## src/rtl/fifo_level.sv

```systemverilog
// fifo_level: single-clock show-ahead FIFO with empty-bypass tunneling,
// occupancy count, programmable almost-full/almost-empty flags, sticky
// overflow/underflow errors and synchronous flush. Any DEPTH >= 1 is
// supported; pointers wrap by explicit compare rather than masking.
module fifo_level #(
   parameter int WIDTH     = 8,
   parameter int DEPTH     = 16,
   parameter int AF_THRESH = 12,
   parameter int AE_THRESH = 2
) (
   input  logic                       clk_i,
   input  logic                       rst_ni,
   input  logic                       flush_i,
   input  logic                       wr_en_i,
   input  logic [WIDTH-1:0]           wr_data_i,
   input  logic                       rd_en_i,
   output logic [WIDTH-1:0]           rd_data_o,
   output logic                       empty_o,
   output logic                       full_o,
   output logic                       almost_empty_o,
   output logic                       almost_full_o,
   output logic [$clog2(DEPTH+1)-1:0] count_o,
   output logic                       overflow_o,
   output logic                       underflow_o,
   input  logic                       clr_err_i
);

   localparam int CW = $clog2(DEPTH + 1);
   localparam int PW = (DEPTH > 1) ? $clog2(DEPTH) : 1;

   localparam logic [CW-1:0] DEPTH_C    = CW'(DEPTH);
   localparam logic [CW-1:0] AF_C       = CW'(AF_THRESH);
   localparam logic [CW-1:0] AE_C       = CW'(AE_THRESH);
   localparam logic [PW-1:0] PTR_LAST_C = PW'(DEPTH - 1);

   logic [WIDTH-1:0] mem_q [DEPTH];

   logic [PW-1:0] wr_ptr_q, wr_ptr_d;
   logic [PW-1:0] rd_ptr_q, rd_ptr_d;
   logic [CW-1:0] count_q, count_d;
   logic          overflow_q, overflow_d;
   logic          underflow_q, underflow_d;

   logic empty, full;
   logic tunnel;
   logic do_wr, do_rd;
   logic ovf_evt, unf_evt;

   function automatic logic [PW-1:0] ptr_inc(input logic [PW-1:0] p);
      return (p == PTR_LAST_C) ? '0 : p + PW'(1);
   endfunction

   // Status decode and the set of operations that actually touch storage.
   // A tunneling read+write on an empty FIFO passes data straight through,
   // so it neither stores nor pops.
   always_comb begin
      empty   = (count_q == '0);
      full    = (count_q == DEPTH_C);
      tunnel  = empty & wr_en_i & rd_en_i;
      do_rd   = rd_en_i & ~empty;
      do_wr   = wr_en_i & (~full | rd_en_i) & ~tunnel;
      ovf_evt = wr_en_i & full & ~rd_en_i;
      unf_evt = rd_en_i & empty & ~wr_en_i;
   end

   // Next-state for pointers, occupancy and sticky error flags.
   // Flush discards the cycle's traffic and suppresses new errors, but the
   // error-clear path still works independently of it.
   always_comb begin
      wr_ptr_d    = wr_ptr_q;
      rd_ptr_d    = rd_ptr_q;
      count_d     = count_q;
      overflow_d  = overflow_q;
      underflow_d = underflow_q;

      if (flush_i) begin
         wr_ptr_d = '0;
         rd_ptr_d = '0;
         count_d  = '0;
         if (clr_err_i) begin
            overflow_d  = 1'b0;
            underflow_d = 1'b0;
         end
      end else begin
         if (do_wr) begin
            wr_ptr_d = ptr_inc(wr_ptr_q);
         end
         if (do_rd) begin
            rd_ptr_d = ptr_inc(rd_ptr_q);
         end
         if (do_wr && !do_rd) begin
            count_d = count_q + CW'(1);
         end else if (do_rd && !do_wr) begin
            count_d = count_q - CW'(1);
         end

         if (clr_err_i) begin
            overflow_d  = ovf_evt;
            underflow_d = unf_evt;
         end else begin
            overflow_d  = overflow_q | ovf_evt;
            underflow_d = underflow_q | unf_evt;
         end
      end
   end

   // Control state registers, cleared asynchronously.
   always_ff @(posedge clk_i or negedge rst_ni) begin
      if (!rst_ni) begin
         wr_ptr_q    <= '0;
         rd_ptr_q    <= '0;
         count_q     <= '0;
         overflow_q  <= 1'b0;
         underflow_q <= 1'b0;
      end else begin
         wr_ptr_q    <= wr_ptr_d;
         rd_ptr_q    <= rd_ptr_d;
         count_q     <= count_d;
         overflow_q  <= overflow_d;
         underflow_q <= underflow_d;
      end
   end

   // Storage array; deliberately not reset so it can map onto RAM.
   always_ff @(posedge clk_i) begin
      if (do_wr && !flush_i) begin
         mem_q[wr_ptr_q] <= wr_data_i;
      end
   end

   assign rd_data_o      = empty ? wr_data_i : mem_q[rd_ptr_q];
   assign empty_o        = empty;
   assign full_o         = full;
   assign almost_empty_o = (count_q <= AE_C);
   assign almost_full_o  = (count_q >= AF_C);
   assign count_o        = count_q;
   assign overflow_o     = overflow_q;
   assign underflow_o    = underflow_q;

endmodule

```

## config.mk

```make
export PLATFORM = sky130hd
export DESIGN_NAME = fifo_level
export DESIGN_NICKNAME = d
export VERILOG_FILES = /design/src/rtl/fifo_level.sv
export SDC_FILE = /design/constraint.sdc
export NUM_CORES = 1
export LEC_CHECK = 0
export ABC_CLOCK_PERIOD_IN_PS = 3500
export BUFFER_PORTS_ARGS = -buffer_cell sky130_fd_sc_hd__buf_2
export CELL_PAD_IN_SITES_DETAIL_PLACEMENT = 1
export CELL_PAD_IN_SITES_GLOBAL_PLACEMENT = 1
export CORE_MARGIN = 5
export CORE_UTILIZATION = 56
export DETAILED_ROUTE_END_ITERATION = 10
export MAX_ROUTING_LAYER = met4
export PLACE_DENSITY_LB_ADDON = 0.1
export SETUP_SLACK_MARGIN = 0.05
export SYNTH_ARGS = -nofsm -noshare
export SYNTH_HDL_FRONTEND = slang
export SYNTH_SLANG_ARGS = --single-unit
```

## constraint.sdc

```tcl
create_clock -name clk_i -period 3.5 [get_ports clk_i]
set_input_delay 0.175 -clock clk_i [delete_from_list [all_inputs] [get_ports clk_i]]
set_output_delay 0.175 -clock clk_i [all_outputs]
set_load 0.005 [all_outputs]
```

==> metrics <==
Port Buffers=32; min Tclk post-route=3.06 ns; f_max=327 MHz; Comb pwr share=22.5%; initial drt markers=288; Clock Pin Slew Worst Setup and Hold Paths=0.06 ns; Sum Neg Setup Slack=0 ns; fin crit share=87.5%; Via density=6.11; root buffer cell=clkbuf_8; Setup Fix Bufs, Post-CTS=0; Top Ports=33; Post-Syn Nets=370; highest routed layer=met4; largest fanout on the critical path=21; pin count of the biggest net entering global routing=37; layout cell share with drive strength beyond 1=29.1%; initial antenna violation count=0; CP delay by family, top=multiplexers; final setup vio count=0; Clk network pwr share=35.6%; Core Rows=38; Cell Chain, Critical Path=buf_12 -> mux4_2 -> mux2i_1 -> nor3_1 -> a221o_1 -> buf_2; Post-Route WL=13600 um; Skew-Pair Late Insertion Delay=0.53 ns; Clock Path Buffers=2; wl on met1=5930 um; CTS Buf Count=17; Pleak=2.40 nW; DR vias=3313; WS Path Type=reg -> out; flop and latch count out of synthesis=143; Slew HR=27.3%; Setup Skew=0.00687 ns; Worst VDD drop=0.000510 V; met3 wire len=754 um; First-pass DRT Iterations=4; Worst path depth=6; power share of the sequential group=41.9%; Post-DP HPWL=8410 um; Mapped Avg Cell Area=17.6 um^2; global route overflow=0; Crit path largest cell delay=0.73 ns; post-synthesis sequential area ratio=69.3%; Total GRT Usage=23.8%; RSZ-0062 raised after global routing=no; Slew @ Worst Pin=1.09 ns; Critical Path Start Type=register; Die H=114 um; antenna cells=0; hold path cells=2; number of global-route vias before repair=3539; Worst Path Arrival=2.89 ns; die width=114 um; YS warnings=0; Distinct cells, synth=43; DR WL/cell=25.1 um; final setup margin=0.439 ns; die footprint=0.0131 mm^2; # Max-Cap Violations=0; Worst Path Required=3.32 ns; H-tree levels=4; Sw Share=27.5%; first-pass GRT wire length=21500 um; status=complete, no violations; total internal power=0.00354 W; Worst Reg-to-Reg Cells=8; global placer's final weighted congestion=0.778; Final nets=413; Slew Viols, Final=0; # resized after CTS=0; CTS tree=built; Hold Crit Class=in -> reg; Initial Utilization=56.7%; drt drc=0; layout overhead on the synthesized area=15.3%; remaining antenna violation count=0; Worst Path Buf+Inv=2; clock net sink count=143; # hold bufs at CTS=2; Worst Setup End Kind=output pin; Mapped Cells=346; slowest CP cell=dfrtp_2; switching pwr=0.00134 W; Core Area=0.0107 mm^2; Fin. Hold Viols=0; pre-CTS WS=0.769 ns; Syn Std Cell Area=0.00609 mm^2; PwrDens=695 mW/mm^2; WL met2=6800 um
layer usage:
metal | global-route usage, % | up-vias
met2 | 35.7 | 94
met1 | 32.9 | 1730
met5 | - | -
met3 | 5.71 | 11
met4 | 7.28 | 0
li1 | - | 1478
cell families after synthesis:
family,Yosys count,share of synthesized area (%)
mux,51,15.1
fa+ha+maj,10,2.18
xor+xnor,8,1.15
buf+inv,28,2.18
simple gates,64,5.16
flops,143,69.3
compound gates,42,4.97
synthesized netlist by cell type (all sizes together):
| library cell | number | share of area (%) |
|---|---|---|
| nor4 | 2 | 0.21 |
| a2111oi | 1 | 0.14 |
| edfxtp | 128 | 63 |
| nor3 | 12 | 1.2 |
| a21oi | 10 | 0.82 |
| a311oi | 1 | 0.14 |
| o311ai | 2 | 0.29 |
| ha | 9 | 1.8 |
| buf | 8 | 0.94 |
| clkbuf | 13 | 0.80 |
| a21o | 3 | 0.37 |
| o32ai | 1 | 0.14 |
| mux2i | 11 | 1.8 |
| a31oi | 2 | 0.21 |
| o211ai | 1 | 0.12 |
| mux2 | 8 | 1.5 |
| o21ba | 1 | 0.16 |
| nand2 | 12 | 0.74 |
| o21ai | 5 | 0.41 |
| dfrtp | 15 | 6.2 |
| or3 | 2 | 0.21 |
| o22ai | 1 | 0.10 |
| o21a | 1 | 0.12 |
| xor2 | 2 | 0.29 |
| nor2 | 21 | 1.3 |
| fa | 1 | 0.33 |
| o31ai | 3 | 0.37 |
| or4 | 2 | 0.25 |
| a221o | 7 | 1.2 |
| xnor2 | 6 | 0.86 |
| a21boi | 1 | 0.12 |
| inv | 7 | 0.43 |
| nor2b | 1 | 0.14 |
| mux4 | 32 | 12 |
| nand3 | 5 | 0.41 |
| nand3b | 1 | 0.12 |
| a22o | 1 | 0.14 |
| a221oi | 1 | 0.14 |
| nand2b | 6 | 0.62 |
final cells by class:
type                       count  area (um^2)
clock buffer                  23          477
clock inverter                 9          109
timing repair buffer          45          275
multi-input combinational    175         1740
inverter                       7         26.3
sequential                   143         4220
fill                         967         3720
tap                          140          175
state kept, by name, summed over array words and instances, names as in the netlist:
register,cells
count_o,5
mem_q,128
overflow_o,1
rd_ptr_q,4
underflow_o,1
wr_ptr_q,4
metrics by stage:
step | total power [W] | hold WS, ns | cells | instance area (um^2) | utilization [%]
2_1_floorplan | 0.00280 | -0.121 | 346 | 6090 | -
3_3_place_gp | 0.00313 | 0.108 | 508 | 6420 | 59.7
3_5_place_dp | 0.00317 | 0.115 | 508 | 6420 | 59.7
4_1_cts | 0.00493 | 0.0180 | 542 | 7020 | 65.4
5_1_grt | 0.00514 | 0.0287 | 542 | 7020 | 65.4
6_report | 0.00488 | 0.0357 | 542 | 7020 | 65.4
worst register-to-register path, delay by kind of cell, from the launching register on:
family          cells  cell delay [ns]
compound gates      4             0.76
flops               1             0.54
simple gates        3             1.01
fa+ha+maj           1             0.34
placed cells by master, fill, tap and decap left out, types with 4 or more instances in the layout:
| cell | count |
|---|---|
| nand2_1 | 12 |
| nor2_1 | 21 |
| nor3_1 | 11 |
| clkbuf_16 | 16 |
| edfxtp_1 | 128 |
| nand2b_1 | 6 |
| inv_1 | 7 |
| buf_2 | 32 |
| nand3_1 | 5 |
| ha_1 | 9 |
| a21oi_1 | 10 |
| mux2i_1 | 11 |
| mux2_2 | 8 |
| a221o_1 | 7 |
| clkbuf_8 | 5 |
| mux4_2 | 32 |
| xnor2_1 | 6 |
| dfrtp_1 | 14 |
| o21ai_0 | 4 |
| buf_4 | 10 |
power groups by stage:
stage	clock network [W]	registers (W)	logic, W
2_1_floorplan	0	0.00201	0.000791
3_3_place_gp	0	0.00207	0.00106
3_5_place_dp	0	0.00208	0.00109
4_1_cts	0.00177	0.00205	0.00111
5_1_grt	0.00188	0.00206	0.00120
6_report	0.00174	0.00205	0.00110
path summary, 6_finish.rpt:
kind | start | end | slack, ns
max in group asynchronous | rst_ni | rd_ptr_q[0] | 3.12
worst min-delay path | flush_i | wr_ptr_q[1] | 0.04
worst min register to register | underflow_o | underflow_o | 0.51
min in group asynchronous | rst_ni | count_o[2] | 0.09
worst max register to register | count_o[0] | count_o[4] | 0.72
worst max-delay path | rd_ptr_q[0] | rd_data_o[5] | 0.44
Note: power is estimated with default switching activity, not from simulation.
